### src/rtl/wb_burst_reader_if.sv
// wb_burst_reader_if: Wishbone read-master bus plus output stream between reader and its environment.
interface wb_burst_reader_if;
   logic [31:0] wb_adr;
   logic [31:0] wb_dat_ms;
   logic [31:0] wb_dat_sm;
   logic        wb_we;
   logic        wb_cyc;
   logic        wb_stb;
   logic [3:0]  wb_sel;
   logic [2:0]  wb_cti;
   logic [1:0]  wb_bte;
   logic        wb_ack;
   logic [31:0] m_data;
   logic        m_valid;
   logic        m_ready;
   modport master (
      output wb_adr, wb_dat_ms, wb_we, wb_cyc, wb_stb, wb_sel, wb_cti, wb_bte, m_data, m_valid,
      input  wb_dat_sm, wb_ack, m_ready
   );
   modport slave (
      input  wb_adr, wb_dat_ms, wb_we, wb_cyc, wb_stb, wb_sel, wb_cti, wb_bte, m_data, m_valid,
      output wb_dat_sm, wb_ack, m_ready
   );
endinterface

### src/rtl/wb_burst_reader.sv
// wb_burst_reader: reads nwords words over Wishbone incrementing bursts into a FWFT stream FIFO.
module wb_burst_reader #(
   parameter int BURST_LEN  = 8,
   parameter int FIFO_DEPTH = 16
) (
   input  logic              clk,
   input  logic              rst_n,
   input  logic              start_i,
   input  logic [31:0]       base_adr_i,
   input  logic [15:0]       nwords_i,
   output logic              busy_o,
   output logic              done_o,
   wb_burst_reader_if.master bus
);
   localparam int AW = $clog2(FIFO_DEPTH);
   localparam int LW = $clog2(BURST_LEN) + 1;
   typedef enum logic [1:0] {IDLE, WAIT_SPACE, BURST, DRAIN} state_t;
   state_t        state_q, state_d;
   logic [31:0]   adr_q, adr_d;
   logic [15:0]   rem_q, rem_d;
   logic [LW-1:0] len_q, len_d, beat_q, beat_d;
   logic          done_q, done_d;
   logic [AW-1:0] wr_q, rd_q;
   logic [AW:0]   cnt_q;
   logic [31:0]   mem_q [FIFO_DEPTH];
   logic          push, pop, last_beat;
   logic [15:0]   burst_len, free_slots;

   assign push       = state_q == BURST && bus.wb_ack;
   assign pop        = bus.m_valid && bus.m_ready;
   assign burst_len  = rem_q < 16'(BURST_LEN) ? rem_q : 16'(BURST_LEN);
   assign free_slots = 16'(FIFO_DEPTH) - 16'(cnt_q);
   assign last_beat  = beat_q == len_q - 1'b1;

   assign bus.wb_adr    = adr_q;
   assign bus.wb_dat_ms = '0;
   assign bus.wb_we     = 1'b0;
   assign bus.wb_sel    = 4'hF;
   assign bus.wb_bte    = 2'b00;
   assign bus.m_data    = mem_q[rd_q];
   assign bus.m_valid   = cnt_q != '0;
   assign done_o        = done_q;

   always_ff @(posedge clk) begin
      if (!rst_n) begin
         state_q <= IDLE;
         adr_q   <= '0;
         rem_q   <= '0;
         len_q   <= '0;
         beat_q  <= '0;
         done_q  <= 1'b0;
         wr_q    <= '0;
         rd_q    <= '0;
         cnt_q   <= '0;
      end else begin
         state_q <= state_d;
         adr_q   <= adr_d;
         rem_q   <= rem_d;
         len_q   <= len_d;
         beat_q  <= beat_d;
         done_q  <= done_d;
         wr_q    <= wr_q + AW'(push);
         rd_q    <= rd_q + AW'(pop);
         cnt_q   <= cnt_q + (AW+1)'(push) - (AW+1)'(pop);
      end
   end

   // Storage is not reset: occupancy and pointers alone define what is valid.
   always_ff @(posedge clk) begin
      if (push) mem_q[wr_q] <= bus.wb_dat_sm;
      if (rst_n) assert (!(push && cnt_q == (AW+1)'(FIFO_DEPTH)));
   end

   always_comb begin
      state_d = state_q;
      adr_d   = adr_q;
      rem_d   = rem_q;
      len_d   = len_q;
      beat_d  = beat_q;
      done_d  = 1'b0;
      case (state_q)
         IDLE: if (start_i) begin
            if (nwords_i == '0) done_d = 1'b1;
            else begin
               state_d = WAIT_SPACE;
               adr_d   = base_adr_i & 32'hFFFF_FFFC;
               rem_d   = nwords_i;
            end
         end
         // A burst is only issued once the FIFO can absorb all of it, so it never stalls mid-burst.
         WAIT_SPACE: if (free_slots >= burst_len) begin
            state_d = BURST;
            len_d   = LW'(burst_len);
            beat_d  = '0;
         end
         BURST: if (bus.wb_ack) begin
            adr_d  = adr_q + 32'd4;
            rem_d  = rem_q - 16'd1;
            beat_d = beat_q + 1'b1;
            if (last_beat) state_d = rem_q == 16'd1 ? DRAIN : WAIT_SPACE;
         end
         DRAIN: if (cnt_q == '0) begin
            state_d = IDLE;
            done_d  = 1'b1;
         end
         default: state_d = IDLE;
      endcase
   end

   always_comb begin
      busy_o     = state_q != IDLE;
      bus.wb_cyc = state_q == BURST;
      bus.wb_stb = state_q == BURST;
      bus.wb_cti = state_q != BURST ? 3'b000 : last_beat ? 3'b111 : 3'b010;
   end
endmodule

### src/flat_wrapper.sv
// flat-port wrapper written by rule: the top's interface ports become plain ports
module wb_burst_reader_flat 
#(
   parameter int BURST_LEN  = 8,
   parameter int FIFO_DEPTH = 16
)
  (clk, rst_n, start_i, base_adr_i, nwords_i, busy_o, done_o, bus_wb_adr, bus_wb_dat_ms, bus_wb_we, bus_wb_cyc, bus_wb_stb, bus_wb_sel, bus_wb_cti, bus_wb_bte, bus_m_data, bus_m_valid, bus_wb_dat_sm, bus_wb_ack, bus_m_ready);
  wb_burst_reader_if bus_i ();
  input  logic clk;
  input  logic rst_n;
  input  logic start_i;
  input  logic [31:0] base_adr_i;
  input  logic [15:0] nwords_i;
  output logic busy_o;
  output logic done_o;
  output wire logic [$bits(bus_i.wb_adr)-1:0] bus_wb_adr;
  output wire logic [$bits(bus_i.wb_dat_ms)-1:0] bus_wb_dat_ms;
  output wire logic [$bits(bus_i.wb_we)-1:0] bus_wb_we;
  output wire logic [$bits(bus_i.wb_cyc)-1:0] bus_wb_cyc;
  output wire logic [$bits(bus_i.wb_stb)-1:0] bus_wb_stb;
  output wire logic [$bits(bus_i.wb_sel)-1:0] bus_wb_sel;
  output wire logic [$bits(bus_i.wb_cti)-1:0] bus_wb_cti;
  output wire logic [$bits(bus_i.wb_bte)-1:0] bus_wb_bte;
  output wire logic [$bits(bus_i.m_data)-1:0] bus_m_data;
  output wire logic [$bits(bus_i.m_valid)-1:0] bus_m_valid;
  input wire logic [$bits(bus_i.wb_dat_sm)-1:0] bus_wb_dat_sm;
  input wire logic [$bits(bus_i.wb_ack)-1:0] bus_wb_ack;
  input wire logic [$bits(bus_i.m_ready)-1:0] bus_m_ready;
  assign bus_wb_adr = bus_i.wb_adr;
  assign bus_wb_dat_ms = bus_i.wb_dat_ms;
  assign bus_wb_we = bus_i.wb_we;
  assign bus_wb_cyc = bus_i.wb_cyc;
  assign bus_wb_stb = bus_i.wb_stb;
  assign bus_wb_sel = bus_i.wb_sel;
  assign bus_wb_cti = bus_i.wb_cti;
  assign bus_wb_bte = bus_i.wb_bte;
  assign bus_m_data = bus_i.m_data;
  assign bus_m_valid = bus_i.m_valid;
  assign bus_i.wb_dat_sm = bus_wb_dat_sm;
  assign bus_i.wb_ack = bus_wb_ack;
  assign bus_i.m_ready = bus_m_ready;
  wb_burst_reader #(.BURST_LEN(BURST_LEN), .FIFO_DEPTH(FIFO_DEPTH)) u_core (.clk(clk), .rst_n(rst_n), .start_i(start_i), .base_adr_i(base_adr_i), .nwords_i(nwords_i), .busy_o(busy_o), .done_o(done_o), .bus(bus_i));
endmodule
### config.mk
export PLATFORM = sky130hd
export DESIGN_NAME = wb_burst_reader_flat
export DESIGN_NICKNAME = d
export VERILOG_FILES = /design/src/rtl/wb_burst_reader_if.sv /design/src/rtl/wb_burst_reader.sv /design/src/flat_wrapper.sv
export SDC_FILE = /design/constraint.sdc
export NUM_CORES = 1
export LEC_CHECK = 0
export CORE_UTILIZATION = 40
export DETAILED_ROUTE_END_ITERATION = 7
export SLEW_MARGIN = 20
export SYNTH_ARGS = -nofsm -noshare
export SYNTH_HDL_FRONTEND = slang
export SYNTH_SLANG_ARGS = --single-unit
export TNS_END_PERCENT = 5
### constraint.sdc
create_clock -name clk -period 5 [get_ports clk]
set_input_delay 1 -clock clk [delete_from_list [all_inputs] [get_ports clk]]
set_output_delay 1 -clock clk [all_outputs]
set_load 0.01 [all_outputs]
==> results of run 1 <==
## sequential cells by signal (all words and copies together), names as in the netlist
| signal | count |
|---|---|
| u_core.rd_q | 4 |
| u_core.rem_q | 16 |
| u_core.len_q | 4 |
| u_core.done_o | 1 |
| u_core.bus.wb_adr | 30 |
| u_core.beat_q | 4 |
| u_core.state_q | 2 |
| u_core.wr_q | 4 |
| u_core.cnt_q | 5 |
| u_core.mem_q | 512 |
## worst paths after layout
check	from	endpoint	slack, ps	cells past startpoint
worst max-delay path	u_core.rd_q[0]	bus_m_data[11]	650	4
worst max register to register	u_core.rem_q[8]	u_core.beat_q[3]	1370	11
worst min-delay path	u_core.rem_q[11]	u_core.rem_q[11]	480	2
worst min register to register	u_core.rem_q[11]	u_core.rem_q[11]	480	2
## layer usage
metal / vias up / track usage, % / part of all wire [%]
met5: - / 0 / 0
met4: 0 / 5.94 / 2.6
met3: 95 / 3.23 / 5.1
met2: 366 / 30.5 / 51
met1: 6792 / 23.2 / 42
li1: 5922 / - / -
## cell type report
cell class / instances / area (µm²) / area share, %
well taps: 782 / 978 / 3.39
flip-flops and latches: 582 / 16800 / 58.1
diodes: 2 / 5.00 / 0.0173
inverters: 30 / 113 / 0.390
clock buffers: 84 / 1640 / 5.69
repair buffers: 198 / 2030 / 7.02
multi-input cells: 716 / 7110 / 24.6
clock inverters: 29 / 235 / 0.814
## where the power goes
part | switching, mW | internal, mW | total (mW)
Clock | 1.85 | 2.40 | 4.26
Combinational | 1.72 | 1.80 | 3.52
Sequential | 0.308 | 5.48 | 5.79
Total | 3.88 | 9.69 | 13.6
## critical path, cell delays in order, from the launching register on
cell and delay, ps:
dfxtp_4 720, buf_4 410, mux4_2 560, mux4_2 520, clkdlybuf4s50_1 500
## cell usage in the layout (no fill, tap or decap), types with 10 or more instances in the layout
cell type and instances:
o21ai_0 44, and2_1 13, buf_12 13, conb_1 53, nor3_1 26, nand3_1 22
mux4_2 160, dfxtp_1 66, clkdlybuf4s50_1 152, a21oi_1 76, nor4_1 10, clkinv_2 10
ha_1 38, edfxtp_1 512, clkinv_1 11, inv_1 28, clkbuf_16 62, nor2_1 47
clkbuf_1 21, nor2_4 12, nand2_1 60, buf_4 33
## cells by family after synthesis
| logic type | synth area share [%] |
|---|---|
| buffers and inverters | 3.11 |
| muxes | 15.1 |
| DFF | 69.0 |
| other | 0.0309 |
| and+or+nand+nor | 5.40 |
| AOI/OAI and AO/OA | 4.83 |
| xor gates and xnor gates | 0.504 |
| adders and majority gates | 2.09 |
==> results by group, run 1 <==
Timing
  – Layout Skew: 34.3 ps
  – Fmax: 230 MHz
  – Worst slew margin: 26.4%
  – Min Tclk post-route: between 4000 and 5000 ps
  – Slew Limit Fails: 0
  – Worst-Margin Slew: 1090 ps
  – Worst hold slack: just under 500 ps
  – Final Hold Violating Endpoints: 0
  – RSZ-0062 raised after global routing: no
  – Final setup fails: 0
  – Final Worst Setup Slack: 651 ps
  – Final critical-path share of the clock period: 87.0%
  – Setup TNS: 0 ps

Floorplanning
  – Ports: approximately 200
  – Die ar.: 0.0618 mm²
  – Chip height: 249 µm
  – Rows: 90
  – Starting Density: between 40% and 50%
  – Core area: 0.0602 mm²
  – Die Wd: 249 µm

Clock tree
  – Max Buffers Root-to-Sink: 3
  – Clock sinks: 582
  – CTS tree: built
  – Root buffer cell: clkbuf_16
  – Post-CTS Setup Inserts: 0
  – Post-CTS Resized: 0
  – Hold_buf cts: 0
  – Reg clk slew, reported paths: 50 ps
  – Clock buffer count from CTS: 61
  – Clock Latency Late Sink: ~640 ps
  – Max H-tree Level: 2

Routing
  – # DRC: 0
  – Drt initial violations: 867
  – Wire per inst: 22.7 µm
  – Vias/cell: 5.44
  – Drt total wl: 54,900 µm
  – DR pass1 iterations: 5
  – Antenna viol nets, final: 0
  – Detailed-route via count: 13,200

Global route
  – Vias in the first global route: 13,600
  – Pin count of the biggest net entering global routing: 67
  – Total track usage: ~18%
  – GR Overflow Total: 0
  – Global-route wire length before repair: 83,600 µm
  – Initial antenna violation count: 2

Pwr
  – Peak VDD IR: 0.313 mV
  – Power Total: 13.6 mW
  – Power per standard cell area: 470 mW/mm²
  – Pleak: a little over 9 nW

Synthesis
  – Top-count cell post-synth: edfxtp_1
  – Synth top area cells: edfxtp_1 (63%), mux4_2 (15%), dfxtp_1 (5.8%)
  – Synth unique cells: 74
  – Cell count after synthesis: between 1,000 and 1,500
  – Most used flip-flop cell after synthesis: edfxtp_1
  – Post-synthesis register bit count: 582
  – Yosys top cell area share: 63.2%
  – Cell taking the most area after synthesis: edfxtp_1
  – YS warnings: 0
  – Post-Syn Area per Cell: 17.5 µm²
  – Synth cell count leaders: edfxtp_1 (512), mux4_2 (160), a21oi_1 (77)
  – Post-Syn Area: 0.0243 mm²
  – Register area share after synthesis: between 60% and 70%
  – Async set or reset register ratio after synthesis: 0%
  – EDFF count, synth: 512

Worst setup path
  – Worst-path fanout max: 27
  – CP endpoint kind: primary output
  – Worst Path Required: around 4000 ps
  – Setup CP Type: flop to primary output
  – WP data arrival: 3350 ps
  – Critical path launch point type: flop

Placement
  – Placed Area: between 0.02 and 0.03 mm²
  – IO Port Bufs: 152
  – Placement Setup Slack: between 1000 and 1500 ps
  – Global placement routability congestion: 0.803
  – Hpwl dp: 31,900 µm
  – Placed Cells incl. Taps: 2,308

Layout
  – Final std cells w/o fill: 2,423
  – Layout Nets: 1,714
  – Layout area overhead: 18.8%
  – Layout fillers: 5,006
  – Share of cells above drive strength 1: 20.2%
  – Layout Utilization: 48.0%
  – Final instance area: between 0.02 and 0.03 mm²

Run status
  – Outcome: completed

Hold path
  – Hold Path Class: flop to flop

Job
  – Number of max-cap violations: 0
No activity file was read; power rests on OpenSTA's default activity.
==> inputs of run 2 (changes only) <==
--- a/config.mk
+++ b/config.mk
@@ -7,6 +7,7 @@
 export LEC_CHECK = 0
 export CORE_UTILIZATION = 40
 export DETAILED_ROUTE_END_ITERATION = 7
+export REMOVE_ABC_BUFFERS = 1
 export SLEW_MARGIN = 20
 export SYNTH_ARGS = -nofsm -noshare
 export SYNTH_HDL_FRONTEND = slang
==> run 2 against run 1 <==
Effect of this change:
- critical path type unchanged
- highest routed layer is now met5
- sequential power hardly changed
- critical path depth stayed put
- first-iteration DRC count is 8.9% higher
- clock skew is 15 ps lower
- combinational power hardly changed
- setup slack worse by 29 ps
- non-clock buffer count is 6 lower
- largest power group unchanged
==> results by group, run 2 (synthesis gave the netlist of run 1 again) <==
Run status
  – Outcome: completed

Timing
  – Worst slew margin: 29.9%
  – Final setup fails: 0
  – Min Tclk post-route: between 4000 and 5000 ps
  – Final Hold Violating Endpoints: 0
  – RSZ-0062 raised after global routing: no
  – Slew Limit Fails: 0
  – Fmax: 228 MHz
  – Final critical-path share of the clock period: just under 90%
  – Layout Skew: 19.0 ps
  – Worst-Margin Slew: 1040 ps

Layout
  – Final std cells w/o fill: 2,411
  – Largest register FFs: 512
  – Most frequent cells in the layout: edfxtp_1 (512), mux4_2 (160), clkdlybuf4s50_1 (152), a21oi_1 (76), dfxtp_1 (66)
  – Layout area overhead: 18.9%
  – Layout Nets: 1,706
  – Most flop-heavy register: u_core.mem_q
  – Layout fillers: 5,047
  – Ant diodes: 0
  – Leading cell type in the layout, fill and taps excluded: edfxtp_1
  – Layout Utilization: 48.0%
  – Share of cells above drive strength 1: between 10% and 20%

Worst setup path
  – Critical path launch point type: flop
  – Crit-path cells: buf_4, mux4_2, mux4_2, clkdlybuf4s50_1
  – Worst Path Required: 4000 ps
  – Slowest cell on crit path: dfxtp_4
  – Worst-path fanout max: 31
  – WP data arrival: 3380 ps
  – Crit path top cell by count: mux4_2
  – Crit-path max cell delay: 820 ps
  – CP Buf/Inv Count: 2
  – CP endpoint kind: primary output
  – CP top delay family: multiplexers
  – Setup CP Type: flop to primary output

Clock tree
  – Clock Latency Late Sink: ~620 ps
  – Reg clk slew, reported paths: 60 ps
  – Post-CTS Resized: 0
  – Max Buffers Root-to-Sink: 3
  – Clock sinks: around 580
  – Clock buffer count from CTS: 59
  – Max H-tree Level: 2
  – Post-CTS Setup Inserts: 0
  – CTS tree: built
  – Hold_buf cts: 0
  – Root buffer cell: clkbuf_16

Floorplanning
  – Core area: 0.0602 mm²
  – Die Wd: around 250 µm
  – Starting Density: 40.4%
  – Rows: 90
  – Chip height: 249 µm
  – Ports: between 150 and 200
  – Die ar.: just over 0.06 mm²

Routing
  – Drt total wl: 55,100 µm
  – Detailed-route via count: 13,200
  – Antenna viol nets, final: 0
  – Wire per inst: 22.9 µm
  – Drt initial violations: 944
  – # DRC: 0
  – Vias/cell: approximately 5.5
  – DR pass1 iterations: 5

Placement
  – IO Port Bufs: 152
  – Hpwl dp: 31,200 µm
  – Placed Cells incl. Taps: 2,302
  – Global placement routability congestion: just under 0.8

Global route
  – Initial antenna violation count: 2
  – GR Overflow Total: 0
  – Global-route wire length before repair: 83,900 µm
  – Vias in the first global route: roughly 14,000
  – Pin count of the biggest net entering global routing: 67
  – Total track usage: 18.0%

Job
  – Number of max-cap violations: 0

Pwr
  – Power per standard cell area: 479 mW/mm²
  – Pleak: 9.20 nW
  – Peak VDD IR: around 0.27 mV
  – Power Total: 13.9 mW

Hold path
  – Hold Path Class: flop to flop
-- run 2: cell count changes in the layout (fill, tap and decap cells not counted), moves of 2 or more --
cell | before | now
clkinv_2 | 10 | 4
buf_12 | 13 | 8
bufinv_16 | 2 | 10
diode_2 | 2 | 0
clkinv_1 | 11 | 21
clkbuf_1 | 21 | 9
-- run 2: power breakdown --
group          leakage (nW)  internal (mW)  switching, mW  total [mW]
clock                 0.966           2.73           1.82        4.55
sequential             5.18           5.48          0.337        5.82
combinational          3.06           1.81           1.69        3.49
-- run 2: worst register-to-register path, cell delays in order (launching register included) --
cell and delay (ps):
dfxtp_1 360, nor4_1 610, nand4b_1 290, nor2_1 420
nand2_1 140, ha_1 310, a2111oi_0 420, or4b_4 240
nand3_2 140, and4_1 250, o31a_1 260
-- run 2: final cells by class --
class / instances / area, µm² / share of cell area, %
Multi-Input combinational cell: 716 / 7110 / 24.6
Sequential cell: 582 / 16800 / 58.1
Clock inverter: 39 / 443 / 1.53
Timing Repair Buffer: 192 / 1920 / 6.65
Inverter: 30 / 113 / 0.389
Clock buffer: 70 / 1560 / 5.40
Tap cell: 782 / 978 / 3.38
-- run 2: final timing paths --
path | start | endpoint | slack (ps) | cells after the start
setup reg to reg | u_core.rem_q[8] | u_core.state_q[1] | 1460 | 10
setup / recovery | u_core.rd_q[0] | bus_m_data[18] | 620 | 4
hold reg to reg | u_core.rem_q[11] | u_core.rem_q[11] | 480 | 2
hold / removal | u_core.rem_q[11] | u_core.rem_q[11] | 480 | 2
-- run 2: per-layer routing --
| layer | part of all wire, % | wire length, µm | vias to the layer above | GRT usage (%) |
|---|---|---|---|---|
| met4 | 2.0 | 1110 | 4 | 4.90 |
| met2 | 51 | 27900 | 344 | 30.9 |
| met3 | 4.9 | 2690 | 79 | 3.10 |
| met5 | 0.042 | 23 | - | 0 |
| met1 | 42 | 23400 | 6908 | 23.6 |
| li1 | - | - | 5902 | - |
-- run 2: per-stage QoR --
| step | cell area (µm²) | setup slack (ps) | setup TNS [ps] | hold slack [ps] |
|---|---|---|---|---|
| final | 28900 | 622 | 0 | 481 |
| after global routing | 28900 | 450 | 0 | 519 |
| after CTS | 28900 | 512 | 0 | 478 |
| after detailed placement | 26900 | 1180 | 0 | 470 |
| after global placement | 26900 | 1170 | 0 | 465 |
| after floorplan | 23900 | -2480 | -107200 | 454 |
